===== config.mk =====
export PLATFORM = sky130hd
export DESIGN_NAME = gray_count_tracker
export DESIGN_NICKNAME = d
export VERILOG_FILES = /design/src/rtl/gray_count_tracker.sv
export SDC_FILE = /design/constraint.sdc
export NUM_CORES = 1
export LEC_CHECK = 0
export ABC_AREA = 0
export BUFFER_PORTS_ARGS = -buffer_cell sky130_fd_sc_hd__buf_2
export CELL_PAD_IN_SITES_DETAIL_PLACEMENT = 0
export CELL_PAD_IN_SITES_GLOBAL_PLACEMENT = 2
export CORE_MARGIN = 1
export CORE_UTILIZATION = 40
export CTS_BUF_LIST = sky130_fd_sc_hd__clkbuf_16
export CTS_CLUSTER_SIZE = 30
export DETAILED_ROUTE_END_ITERATION = 6
export GPL_TIMING_DRIVEN = 0
export PLACE_DENSITY_LB_ADDON = 0.1
export SYNTH_ARGS = -nofsm -noshare
export SYNTH_HDL_FRONTEND = slang
export SYNTH_SLANG_ARGS = --single-unit

===== constraint.sdc =====
create_clock -name CLK -period 10 [get_ports CLK]
set_clock_uncertainty 0.15 [all_clocks]
set_input_delay 2 -clock CLK [delete_from_list [all_inputs] [get_ports CLK]]
set_output_delay 2 -clock CLK [all_outputs]
set_load 0.05 [all_outputs]

===== src/rtl/gray_count_tracker.sv =====
`default_nettype none
// ============================================================================
// gray_count_tracker : tracks a remote Gray-coded up/down count, reports
// its binary value and the net signed step count since the last consume.
// Revision: 1.0
// ============================================================================
module gray_count_tracker #(
  parameter int width = 10
) (
  input  logic             CLK,
  input  logic             nRST,
  input  logic [width-1:0] grayIn,
  output logic [width-1:0] readBin,
  output logic             readBin__RDY,
  output logic [width-1:0] readDelta,
  output logic             readDelta__RDY,
  input  logic             consume__ENA,
  output logic             consume__RDY,
  output logic             errorMulti,
  output logic             errorOvf,
  input  logic             clearError__ENA,
  output logic             clearError__RDY
);

  typedef enum logic [1:0] {
    FILL0 = 2'd0,
    FILL1 = 2'd1,
    PRIME = 2'd2,
    TRACK = 2'd3
  } state_t;

  localparam logic [width-1:0] one_v   = {{(width-1){1'b0}}, 1'b1};
  localparam logic [width-1:0] acc_max = {1'b0, {(width-1){1'b1}}};
  localparam logic [width-1:0] acc_min = {1'b1, {(width-1){1'b0}}};

  state_t           state;
  logic [width-1:0] sync1;
  logic [width-1:0] sync2;
  logic [width-1:0] prev_gray;
  logic [width-1:0] bin_q;
  logic [width-1:0] acc;
  logic             err_multi;
  logic             err_ovf;

  logic [width-1:0] sample_bin;
  logic [width-1:0] diff;
  logic             one_bit;
  logic             multi;
  logic             step_up;
  logic [width-1:0] base;
  logic [width-1:0] acc_next;
  logic             sat;
  logic             ev_multi;
  logic             ev_ovf;

  function automatic logic [width-1:0] gray_to_bin(input logic [width-1:0] g);
    logic [width-1:0] b;
    b = '0;
    b[width-1] = g[width-1];
    for (int i = width - 2; i >= 0; i--) begin
      b[i] = b[i+1] ^ g[i];
    end
    return b;
  endfunction

  // bin_q always mirrors gray_to_bin(prev_gray), so it serves as the reference
  always_comb begin
    sample_bin = gray_to_bin(sync2);
    diff       = sync2 ^ prev_gray;
    one_bit    = (diff != '0) && ((diff & (diff - one_v)) == '0);
    multi      = (diff != '0) && !one_bit;
    step_up    = (sample_bin == (bin_q + one_v));
    base       = consume__ENA ? '0 : acc;
    acc_next   = step_up ? (base + one_v) : (base - one_v);
    sat        = step_up ? (base == acc_max) : (base == acc_min);
    ev_multi   = (state == TRACK) && multi;
    ev_ovf     = (state == TRACK) && one_bit && sat;
  end

  always_ff @(posedge CLK or negedge nRST) begin
    if (!nRST) begin
      state     <= FILL0;
      sync1     <= '0;
      sync2     <= '0;
      prev_gray <= '0;
      bin_q     <= '0;
      acc       <= '0;
      err_multi <= 1'b0;
      err_ovf   <= 1'b0;
    end else begin
      sync1 <= grayIn;
      sync2 <= sync1;

      case (state)
        FILL0: state <= FILL1;
        FILL1: state <= PRIME;
        PRIME: begin
          prev_gray <= sync2;
          bin_q     <= sample_bin;
          state     <= TRACK;
        end
        TRACK: begin
          if (one_bit) begin
            prev_gray <= sync2;
            bin_q     <= sample_bin;
            acc       <= sat ? base : acc_next;
          end else begin
            if (consume__ENA) begin
              acc <= '0;
            end
            if (multi) begin
              prev_gray <= sync2;
              bin_q     <= sample_bin;
            end
          end
        end
        default: state <= FILL0;
      endcase

      // a fresh error event outranks a simultaneous clear
      err_multi <= ev_multi | (err_multi & ~clearError__ENA);
      err_ovf   <= ev_ovf   | (err_ovf   & ~clearError__ENA);
    end
  end

  assign readBin         = bin_q;
  assign readDelta       = acc;
  assign readBin__RDY    = (state == TRACK);
  assign readDelta__RDY  = (state == TRACK);
  assign consume__RDY    = (state == TRACK);
  assign errorMulti      = err_multi;
  assign errorOvf        = err_ovf;
  assign clearError__RDY = 1'b1;

endmodule
`default_nettype wire


==> impl_metrics.yaml, run 1 <==
yosys:
  seq_cells_post_synth: 53
  synth_top_area_cell: "dfrtp_1"
  yosys.area.top_type_share: 0.397
  synthesis.yosys.warnings: 0
  syn-mean-instance-area_sq_um: 10.1
  synth_edf_count: 0
  share_of_synthesized_area_occupied_by_flip_flops_and_latches: 0.397
  postSynthNetCount: 358
  ys_async_sr_fraction: 1.00
  synthCells: 330
  synth_top_flop_cell: "dfrtp_1"
  synth_cell_type_count: 70
  post_synth_instance_area_sq_mm: 0.00334
  post_synth_main_area_contributors: "dfrtp_1 40%, nand2_1 6.4%, ha_1 4.9%"
setup_path:
  worstSetupPathType: "reg2reg"
  critical_path.endpoint_type: "register"
  crit_fanout: 8
  cp.required_ns: 10.03
  crit_path_start_kind: "register"
  worst_ep_arrival_time_ns: 4.77
floorplan:
  design.die.area_sq_mm: 0.00872
  ios: 40
  die_h_microns: 93.4
  floorplan.rows: 32
  floorplan_core_area_sq_mm: 0.00789
  initial_utilization: 0.423
  dieWidth_microns: 93.4
timing:
  setup_tns_final_ns: 0
  final_min_period_over_clock_period: 0.474
  max_freq_mhz: 211
  max-slew-margin-rel: 0.538
  setup_slack_ns: 5.26
  final-hold-violation-count: 0
  drv_slew: 0
  layout_min_cycle_time_ns: 4.74
  worst_pin_slew_ns: 0.693
  setup_viol: 0
  grt_setup_unrepaired: "no"
route:
  postRouteWirelength_microns: 6920
  final_antenna_net_count: 0
  routed-via-count: 2448
  drt_drc_violations_left: 0
  drtIter0Drc: 132
  drt-wirelength-per-cell_microns: 14.5
  first_pass_iters: 4
  vias_per_instance: 5.13
power:
  p_leak_nw: 1.79
  p_per_area_mw_per_mm2: 175
  irDropWorstVdd_uv: 102
placement:
  detailed_place_hpwl_microns: 5080
  routabilityCongestion: 0.730
  post_placement_worst_setup_slack_ns: 5.10
  number_of_buffer_cells_added_on_primary_ports: 37
  dp.cells: 469
grt:
  grt_start_max_net_pins: 54
  first_global_vias: 2423
  globalRouteTotalUtil: 0.175
  grt_pass1_wl_microns: 11900
  grt-ovfl-total: 0
  grt_antenna_before_repair: 0
clock_network:
  cts.clk_slew.worst_paths_ns: 0.07
  cts_tree: "done"
  cts_root_buf: "clkbuf_16"
  cts_htree_levels: 2
  cts_post_setup_buffers_inserted: 0
  clock-sinks: 53
  cts-buffers-inserted: 5
  clock_latency_ns: 0.29
  hold_fix_buffers_cts: 0
  post_cts_resized: 0
  clock_path_buffers: 2
layout:
  flow.area_growth_from_synthesis_pct: 13.8
  filler_cell_count: 744
  multi_input_gate_area_sq_mm: 0.00188
  num-nets-final: 402
  post_layout_nonfiller_instances: 477
  antenna_cells_inserted: 0
  fraction_of_layout_cells_with_a_size_suffix_above_1: 0.213
  register_area_sq_mm: 0.00133
run_status:
  outcome: "complete, no violations"
hold_path:
  hold_class: "reg2reg"
job:
  timing.max_cap.violations: 0
cells in the final DEF, fill, tap and decap left out, drive strengths merged, types with 3 or more instances in the layout:
cell type	n
a211oi	3
a21o	5
a21oi	7
a31oi	4
and2	5
buf	45
clkbuf	14
dfrtp	53
ha	13
inv	13
mux2i	11
nand2	58
nand3	6
nand3b	3
nand4	6
nor2	12
nor2b	8
nor3	6
o21a	3
o21ai	15
xnor2	22
xor2	19
power by group:
group / internal [W] / switching [W] / leakage, nW
Clock: 0.0000936 / 0.0000839 / 0.0718
Combinational: 0.0000885 / 0.000144 / 1.09
Sequential: 0.000232 / 0.0000227 / 0.634
Total: 0.000415 / 0.000250 / 1.79
through the flow:
| stage | hold WS (ns) | total power, W | instance area, sq um | util |
|---|---|---|---|---|
| 2_1_floorplan | 0.181 | 0.000441 | 3340 | - |
| 3_3_place_gp | 0.181 | 0.000491 | 3650 | 0.463 |
| 3_5_place_dp | 0.185 | 0.000492 | 3650 | 0.463 |
| 4_1_cts | 0.202 | 0.000673 | 3800 | 0.481 |
| 5_1_grt | 0.201 | 0.000702 | 3800 | 0.482 |
| 6_report | 0.199 | 0.000665 | 3800 | 0.482 |
worst max-delay path, cell delays in order (launching register included):
cell	delay (ns)
dfrtp_1	0.41
ha_1	0.27
nand3_2	0.15
or3_1	0.43
a2111o_1	0.44
a221oi_2	0.29
o2111ai_2	0.18
nor2_4	0.19
inv_1	0.21
ha_1	0.35
and3b_1	0.18
o21ai_0	0.19
a21o_1	0.17
a31oi_1	0.11
nand2_1	0.09
nor4bb_1	0.29
mux2i_1	0.16
a311o_1	0.36
cells by family after synthesis:
| logic type | Yosys count | synth area share |
|---|---|---|
| other | 1 | 0.00112 |
| DFF | 53 | 0.397 |
| AOI/OAI and AO/OA | 57 | 0.133 |
| buffers and inverters | 29 | 0.0409 |
| xor gates and xnor gates | 44 | 0.149 |
| muxes | 14 | 0.0476 |
| and+or+nand+nor | 118 | 0.176 |
| adders and majority gates | 14 | 0.0547 |
path summary, 6_finish.rpt:
| check | end | startpoint | cells past startpoint | slack (ns) |
|---|---|---|---|---|
| setup / recovery | readDelta[9]$_DFFE_PN0P_ | readBin[1]$_DFFE_PN0P_ | 17 | 5.26 |
| hold / removal | sync2[6]$_DFF_PN0_ | sync1[6]$_DFF_PN0_ | 0 | 0.20 |
| setup reg to reg | readDelta[9]$_DFFE_PN0P_ | readBin[1]$_DFFE_PN0P_ | 17 | 5.26 |
| hold reg to reg | sync2[6]$_DFF_PN0_ | sync1[6]$_DFF_PN0_ | 0 | 0.20 |
| max in group asynchronous | sync1[1]$_DFF_PN0_ | nRST | 1 | 7.63 |
| min in group asynchronous | readBin[2]$_DFFE_PN0P_ | nRST | 1 | 1.58 |
cell type report:
class                           instances  share of cell area
Inverter                               12              0.0119
Buffer                                 17              0.0240
Clock inverter                          3             0.00560
Multi-Input combinational cell        248               0.494
Tap cell                              102              0.0336
Clock buffer                            5              0.0329
Timing Repair Buffer                   37              0.0494
Sequential cell                        53               0.349
synthesized netlist by cell type (all sizes together) (3+ instances only):
cell	instances
nand2	58
dfrtp	53
xnor2	22
xor2	19
o21ai	15
ha	13
inv	12
nor2	12
mux2i	11
clkbuf	9
buf	8
nor2b	8
a21oi	7
nand3	6
nand4	6
nor3	6
a21o	5
and2	5
a31oi	4
a211oi	3
nand3b	3
o21a	3
registers in the layout (all words and copies together), names as in the netlist:
register    count
errorOvf        1
state           2
sync2          10
sync1          10
prev_gray      10
readBin         9
errorMulti      1
readDelta      10
metal layers:
layer,GRT usage,up-vias,wire length (microns)
met1,0.247,1177,3660
met3,0.0301,7,155
met4,0.0500,0,116
li1,-,1230,-
met2,0.275,34,2990
met5,0,-,0
Power figures use the tool's default switching activity.
==> run 2, diff against run 1 <==
--- a/config.mk
+++ b/config.mk
@@ -10,7 +10,7 @@
 export CELL_PAD_IN_SITES_DETAIL_PLACEMENT = 0
 export CELL_PAD_IN_SITES_GLOBAL_PLACEMENT = 2
 export CORE_MARGIN = 1
-export CORE_UTILIZATION = 40
+export CORE_UTILIZATION = 34
 export CTS_BUF_LIST = sky130_fd_sc_hd__clkbuf_16
 export CTS_CLUSTER_SIZE = 30
 export DETAILED_ROUTE_END_ITERATION = 6
==> constraint.sdc (replaced) <==
create_clock -name CLK -period 3.9 [get_ports CLK]
set_clock_uncertainty 0.15 [all_clocks]
set_input_delay 0.78 -clock CLK [delete_from_list [all_inputs] [get_ports CLK]]
set_output_delay 0.78 -clock CLK [all_outputs]
set_load 0.05 [all_outputs]
==> impl_metrics.yaml, run 2 (synthesized netlist as in run 1, its figures left out) <==
run_status:
  outcome: "complete, but fails checks"
  failing_checks: "setup timing"
power:
  p_per_area_mw_per_mm2: 433
  p_leak_nw: 1.93
  irDropWorstVdd_uv: 182
  power_w: 0.00183
route:
  drt-wirelength-per-cell_microns: 14.0
  first_pass_iters: 4
  drtIter0Drc: 87
  postRouteWirelength_microns: 7390
  vias_per_instance: 4.79
  drt_drc_violations_left: 0
  final_antenna_net_count: 0
  routed-via-count: 2525
timing:
  final_min_period_over_clock_period: 1.04
  max-slew-margin-rel: 0.535
  layout_min_cycle_time_ns: 4.07
  grt_setup_unrepaired: "yes"
  setup_viol: 11
  max_freq_mhz: 245
  setup_slack_ns: -0.174
  drv_slew: 0
  final-hold-violation-count: 0
  worst_pin_slew_ns: 0.698
setup_path:
  critical_path.endpoint_type: "register"
  cp.required_ns: 3.93
  crit_fanout: 8
  crit_path_start_kind: "register"
  worst_ep_arrival_time_ns: 4.11
  worstSetupPathType: "reg2reg"
floorplan:
  design.die.area_sq_mm: 0.0102
  floorplan.rows: 35
  floorplan_core_area_sq_mm: 0.00937
  die_h_microns: 101
  initial_utilization: 0.356
  ios: 40
  dieWidth_microns: 101
grt:
  globalRouteTotalUtil: 0.158
  first_global_vias: 2467
  global_route.usage.met3: 0.0250
  grt-ovfl-total: 0
  grt_pass1_wl_microns: 12400
  global_route.peak_usage_layer: "met2"
  groute.layer.met1.usage: 0.232
  grt_start_max_net_pins: 54
  grt_antenna_before_repair: 0
  global_route.usage.met2: 0.240
job:
  timing.max_cap.violations: 0
clock_network:
  clock_latency_ns: 0.30
  cts_tree: "done"
  cts.clk_slew.worst_paths_ns: 0.08
  cts-buffers-inserted: 5
  cts_root_buf: "clkbuf_16"
  cts_htree_levels: 2
  clock_path_buffers: 2
  clock-sinks: 53
layout:
  flow.area_growth_from_synthesis_pct: 26.8
  mostFrequentLayoutCells: "57 x nand2_1, 48 x dfrtp_1, 38 x buf_2"
  filler_cell_count: 943
  final_area_sq_mm: 0.00423
  num-nets-final: 425
  fraction_of_layout_cells_with_a_size_suffix_above_1: 0.324
  antenna_cells_inserted: 0
  fin_util: 0.452
  layout_commonest_cell: "nand2_1"
placement:
  number_of_buffer_cells_added_on_primary_ports: 37
  detailed_place_hpwl_microns: 5150
  post_dp_cell_area_sq_mm: 0.00377
  routabilityCongestion: 0.771
hold_path:
  hold_class: "reg2reg"
==> run 2: path summary, 6_finish.rpt <==
| check | endpoint | from | cells after the start | slack (ns) |
|---|---|---|---|---|
| max | readDelta[9]$_DFFE_PN0P_ | readBin[0]$_DFFE_PN0P_ | 17 | -0.17 |
| min | sync2[2]$_DFF_PN0_ | sync1[2]$_DFF_PN0_ | 0 | 0.20 |
| max reg2reg | readDelta[9]$_DFFE_PN0P_ | readBin[0]$_DFFE_PN0P_ | 17 | -0.17 |
| min reg2reg | sync2[2]$_DFF_PN0_ | sync1[2]$_DFF_PN0_ | 0 | 0.20 |
| max in group asynchronous | readBin[0]$_DFFE_PN0P_ | nRST | 1 | 2.74 |
| min in group asynchronous | readDelta[3]$_DFFE_PN0P_ | nRST | 1 | 0.38 |
==> run 2: per-layer routing <==
metal,routed length (microns),vias to the layer above
li1,-,1268
met2,3210,32
met5,0,-
met3,173,7
met4,76,0
met1,3930,1218
==> run 2: worst max-delay path, cell delays in order, from the launching register on <==
cell and delay, ns:
dfrtp_2 0.41, ha_4 0.17, nand3_4 0.07, or3_4 0.38
a2111o_1 0.38, a221oi_2 0.27, o2111ai_2 0.18, nor2_4 0.20
inv_6 0.10, ha_2 0.40, and3_1 0.18, a21oi_2 0.05
a31oi_2 0.24, nand2_1 0.08, nor4bb_1 0.13, mux2i_1 0.21
nor3_1 0.07, a311o_1 0.31
==> run 2: where the power goes <==
part	leakage (nW)	internal, W	switching, W
clock network	0.0763	0.000247	0.000230
registers	0.629	0.000600	0.0000676
logic	1.23	0.000298	0.000389
==> run 2: stage by stage <==
stage | setup slack, ns | instances | hold slack, ns | TNS [ns]
after floorplan | -0.269 | 330 | 0.181 | -1.36
after global placement | -0.527 | 496 | 0.182 | -4.02
after detailed placement | -0.521 | 496 | 0.187 | -4.21
after CTS | -0.251 | 523 | 0.205 | -1.77
after global routing | -0.436 | 527 | 0.212 | -4.41
final | -0.174 | 527 | 0.200 | -1.40
==> run 2: area by class of cell <==
cell class                      count  area, sq um  share of cell area
Clock inverter                      3         28.8             0.00680
Sequential cell                    53         1330               0.315
Buffer                             16         92.6              0.0219
Timing Repair Buffer               61          393              0.0928
Multi-Input combinational cell    248         2050               0.484
Inverter                           12         50.0              0.0118
Tap cell                          129          161              0.0381
Clock buffer                        5          125              0.0296
==> run 2: what timing repair did <==
item,CTS,global route
endpoints found under the setup margin,11,11
cloned,0,0
setup buffers,20,4
pin swaps,20,7
gates resized for setup,17,2
hold buffers,0,0
endpoints found under the hold margin,0,0
==> run 3, diff against run 2 <==
==> constraint.sdc (replaced) <==
create_clock -name CLK -period 3.9 [get_ports CLK]
set_clock_uncertainty 0.15 [all_clocks]
set_input_delay 0.78 -clock CLK [delete_from_list [all_inputs] [get_ports CLK]]
set_output_delay 0.78 -clock CLK [all_outputs]
set_load 0.01 [all_outputs]
==> impl_metrics.yaml, run 3 (synthesized netlist as in run 1, its figures left out) <==
setup_path:
  worstSetupPathType: "reg2reg"
  crit_fanout: 8
  crit_path_start_kind: "register"
  critPathMaxStageDelay_ns: 0.42
  cp.required_ns: 3.93
  critical_path.endpoint_type: "register"
  worst_ep_arrival_time_ns: 4.21
  path_cells: "ha_4 -> nand3_4 -> or3_4 -> a2111o_1 -> a221oi_2 -> o2111ai_2 -> nor2_4 -> inv_6 -> ha_4 -> and3b_1 -> o21ai_2 -> a21o_1 -> a31oi_2 -> nor3_1 -> nor3_1 -> mux2i_1 -> nor3_1 -> a311o_1"
  critical_path.most_common_cell: "nor3_1"
  cpMaxStageDelayCell: "dfrtp_1"
run_status:
  failing_checks: "setup timing"
  outcome: "complete, but fails checks"
grt:
  global_route.usage.met2: 0.241
  grt_antenna_before_repair: 0
  global_route.usage.met3: 0.0264
  globalRouteTotalUtil: 0.158
  global_route.peak_usage_layer: "met2"
  grt-ovfl-total: 0
  first_global_vias: 2414
  grt_start_max_net_pins: 54
  grt_pass1_wl_microns: 12300
  groute.layer.met1.usage: 0.229
clock_network:
  hold_fix_buffers_cts: 0
  clock-sinks: 53
  cts.clk_slew.worst_paths_ns: 0.08
  clock_latency_ns: 0.29
  cts_htree_levels: 2
  cts_tree: "done"
  cts_root_buf: "clkbuf_16"
  cts-buffers-inserted: 5
  clock_path_buffers: 2
power:
  irDropWorstVdd_uv: 216
  p_leak_nw: 1.92
  power_w: 0.00177
  p_per_area_mw_per_mm2: 421
route:
  postRouteWirelength_microns: 7560
  first_pass_iters: 4
  drt_drc_violations_left: 0
  final_antenna_net_count: 0
  drt-wirelength-per-cell_microns: 14.5
  drtIter0Drc: 53
  routed-via-count: 2507
  vias_per_instance: 4.79
placement:
  post_dp_cell_area_sq_mm: 0.00377
  routabilityCongestion: 0.800
  detailed_place_hpwl_microns: 5320
  post_placement_worst_setup_slack_ns: -0.514
  dp.cells: 496
  number_of_buffer_cells_added_on_primary_ports: 37
layout:
  post_layout_nonfiller_instances: 523
  flow.area_growth_from_synthesis_pct: 25.9
  num-nets-final: 421
  filler_cell_count: 928
  antenna_cells_inserted: 0
  layout_commonest_cell: "nand2_1"
  fraction_of_layout_cells_with_a_size_suffix_above_1: 0.312
  mostFrequentLayoutCells: "57 x nand2_1, 49 x dfrtp_1, 39 x buf_2"
  final_area_sq_mm: 0.00420
floorplan:
  floorplan_core_area_sq_mm: 0.00937
  ios: 40
  floorplan.rows: 35
  dieWidth_microns: 101
  die_h_microns: 101
  design.die.area_sq_mm: 0.0102
  initial_utilization: 0.356
timing:
  setup_slack_ns: -0.285
  max_freq_mhz: 239
  layout_min_cycle_time_ns: 4.19
  grt_setup_unrepaired: "yes"
  final_min_period_over_clock_period: 1.07
  worst_pin_slew_ns: 0.686
  max-slew-margin-rel: 0.542
  drv_slew: 0
  timing.hold.ws_ns: 0.201
  setup_viol: 11
  final-hold-violation-count: 0
job:
  timing.max_cap.violations: 0
hold_path:
  hold_class: "reg2reg"
==> run 3: per-stage QoR <==
stage          TNS, ns  utilization
2_1_floorplan   -0.210            -
3_3_place_gp     -4.22        0.402
3_5_place_dp     -3.99        0.402
4_1_cts         -0.755        0.448
5_1_grt          -3.21        0.449
6_report        -0.651        0.449
==> run 3: what timing repair did <==
action | in CTS | in global routing
endpoints found under the setup margin | 11 | 11
gates resized for setup | 21 | 3
pin swaps | 20 | 1
setup buffers | 19 | 0
==> run 3: worst max-delay path: cells and delay by family, from the launching register on <==
kind,cells,cell delay (ns)
fa+ha+maj,2,0.41
mux,1,0.28
compound gates,7,1.55
buf+inv,1,0.10
flops,1,0.42
simple gates,7,1.15
==> run 3: final timing paths <==
check	from	depth (start not counted)	endpoint	slack, ns
worst max-delay path	readBin[0]$_DFFE_PN0P_	18	readDelta[9]$_DFFE_PN0P_	-0.29
min in group asynchronous	nRST	1	readBin[2]$_DFFE_PN0P_	0.38
worst min register to register	sync1[0]$_DFF_PN0_	0	sync2[0]$_DFF_PN0_	0.20
worst max register to register	readBin[0]$_DFFE_PN0P_	18	readDelta[9]$_DFFE_PN0P_	-0.29
max in group asynchronous	nRST	1	readBin[4]$_DFFE_PN0P_	2.74
worst min-delay path	sync1[0]$_DFF_PN0_	0	sync2[0]$_DFF_PN0_	0.20
==> run 3: area by class of cell <==
| cell class | count | area (sq um) | area share |
|---|---|---|---|
| well taps | 129 | 161 | 0.0384 |
| inverters | 12 | 50.0 | 0.0119 |
| multi-input cells | 248 | 2040 | 0.485 |
| clock buffers | 5 | 125 | 0.0298 |
| clock inverters | 3 | 42.5 | 0.0101 |
| repair buffers | 56 | 359 | 0.0854 |
| flip-flops and latches | 53 | 1330 | 0.317 |
| plain buffers | 17 | 97.6 | 0.0232 |
==> run 3: per-layer routing <==
| layer | wire (microns) | part of all wire |
|---|---|---|
| met1 | 3960 | 0.52 |
| met2 | 3330 | 0.44 |
| met3 | 171 | 0.023 |
| met4 | 104 | 0.014 |
| met5 | 0 | 0 |
==> run 3: power breakdown <==
| group | internal [W] | switching, W |
|---|---|---|
| Combinational | 0.000298 | 0.000294 |
| Sequential | 0.000599 | 0.0000629 |
| Clock | 0.000302 | 0.000213 |
| Total | 0.00120 | 0.000569 |
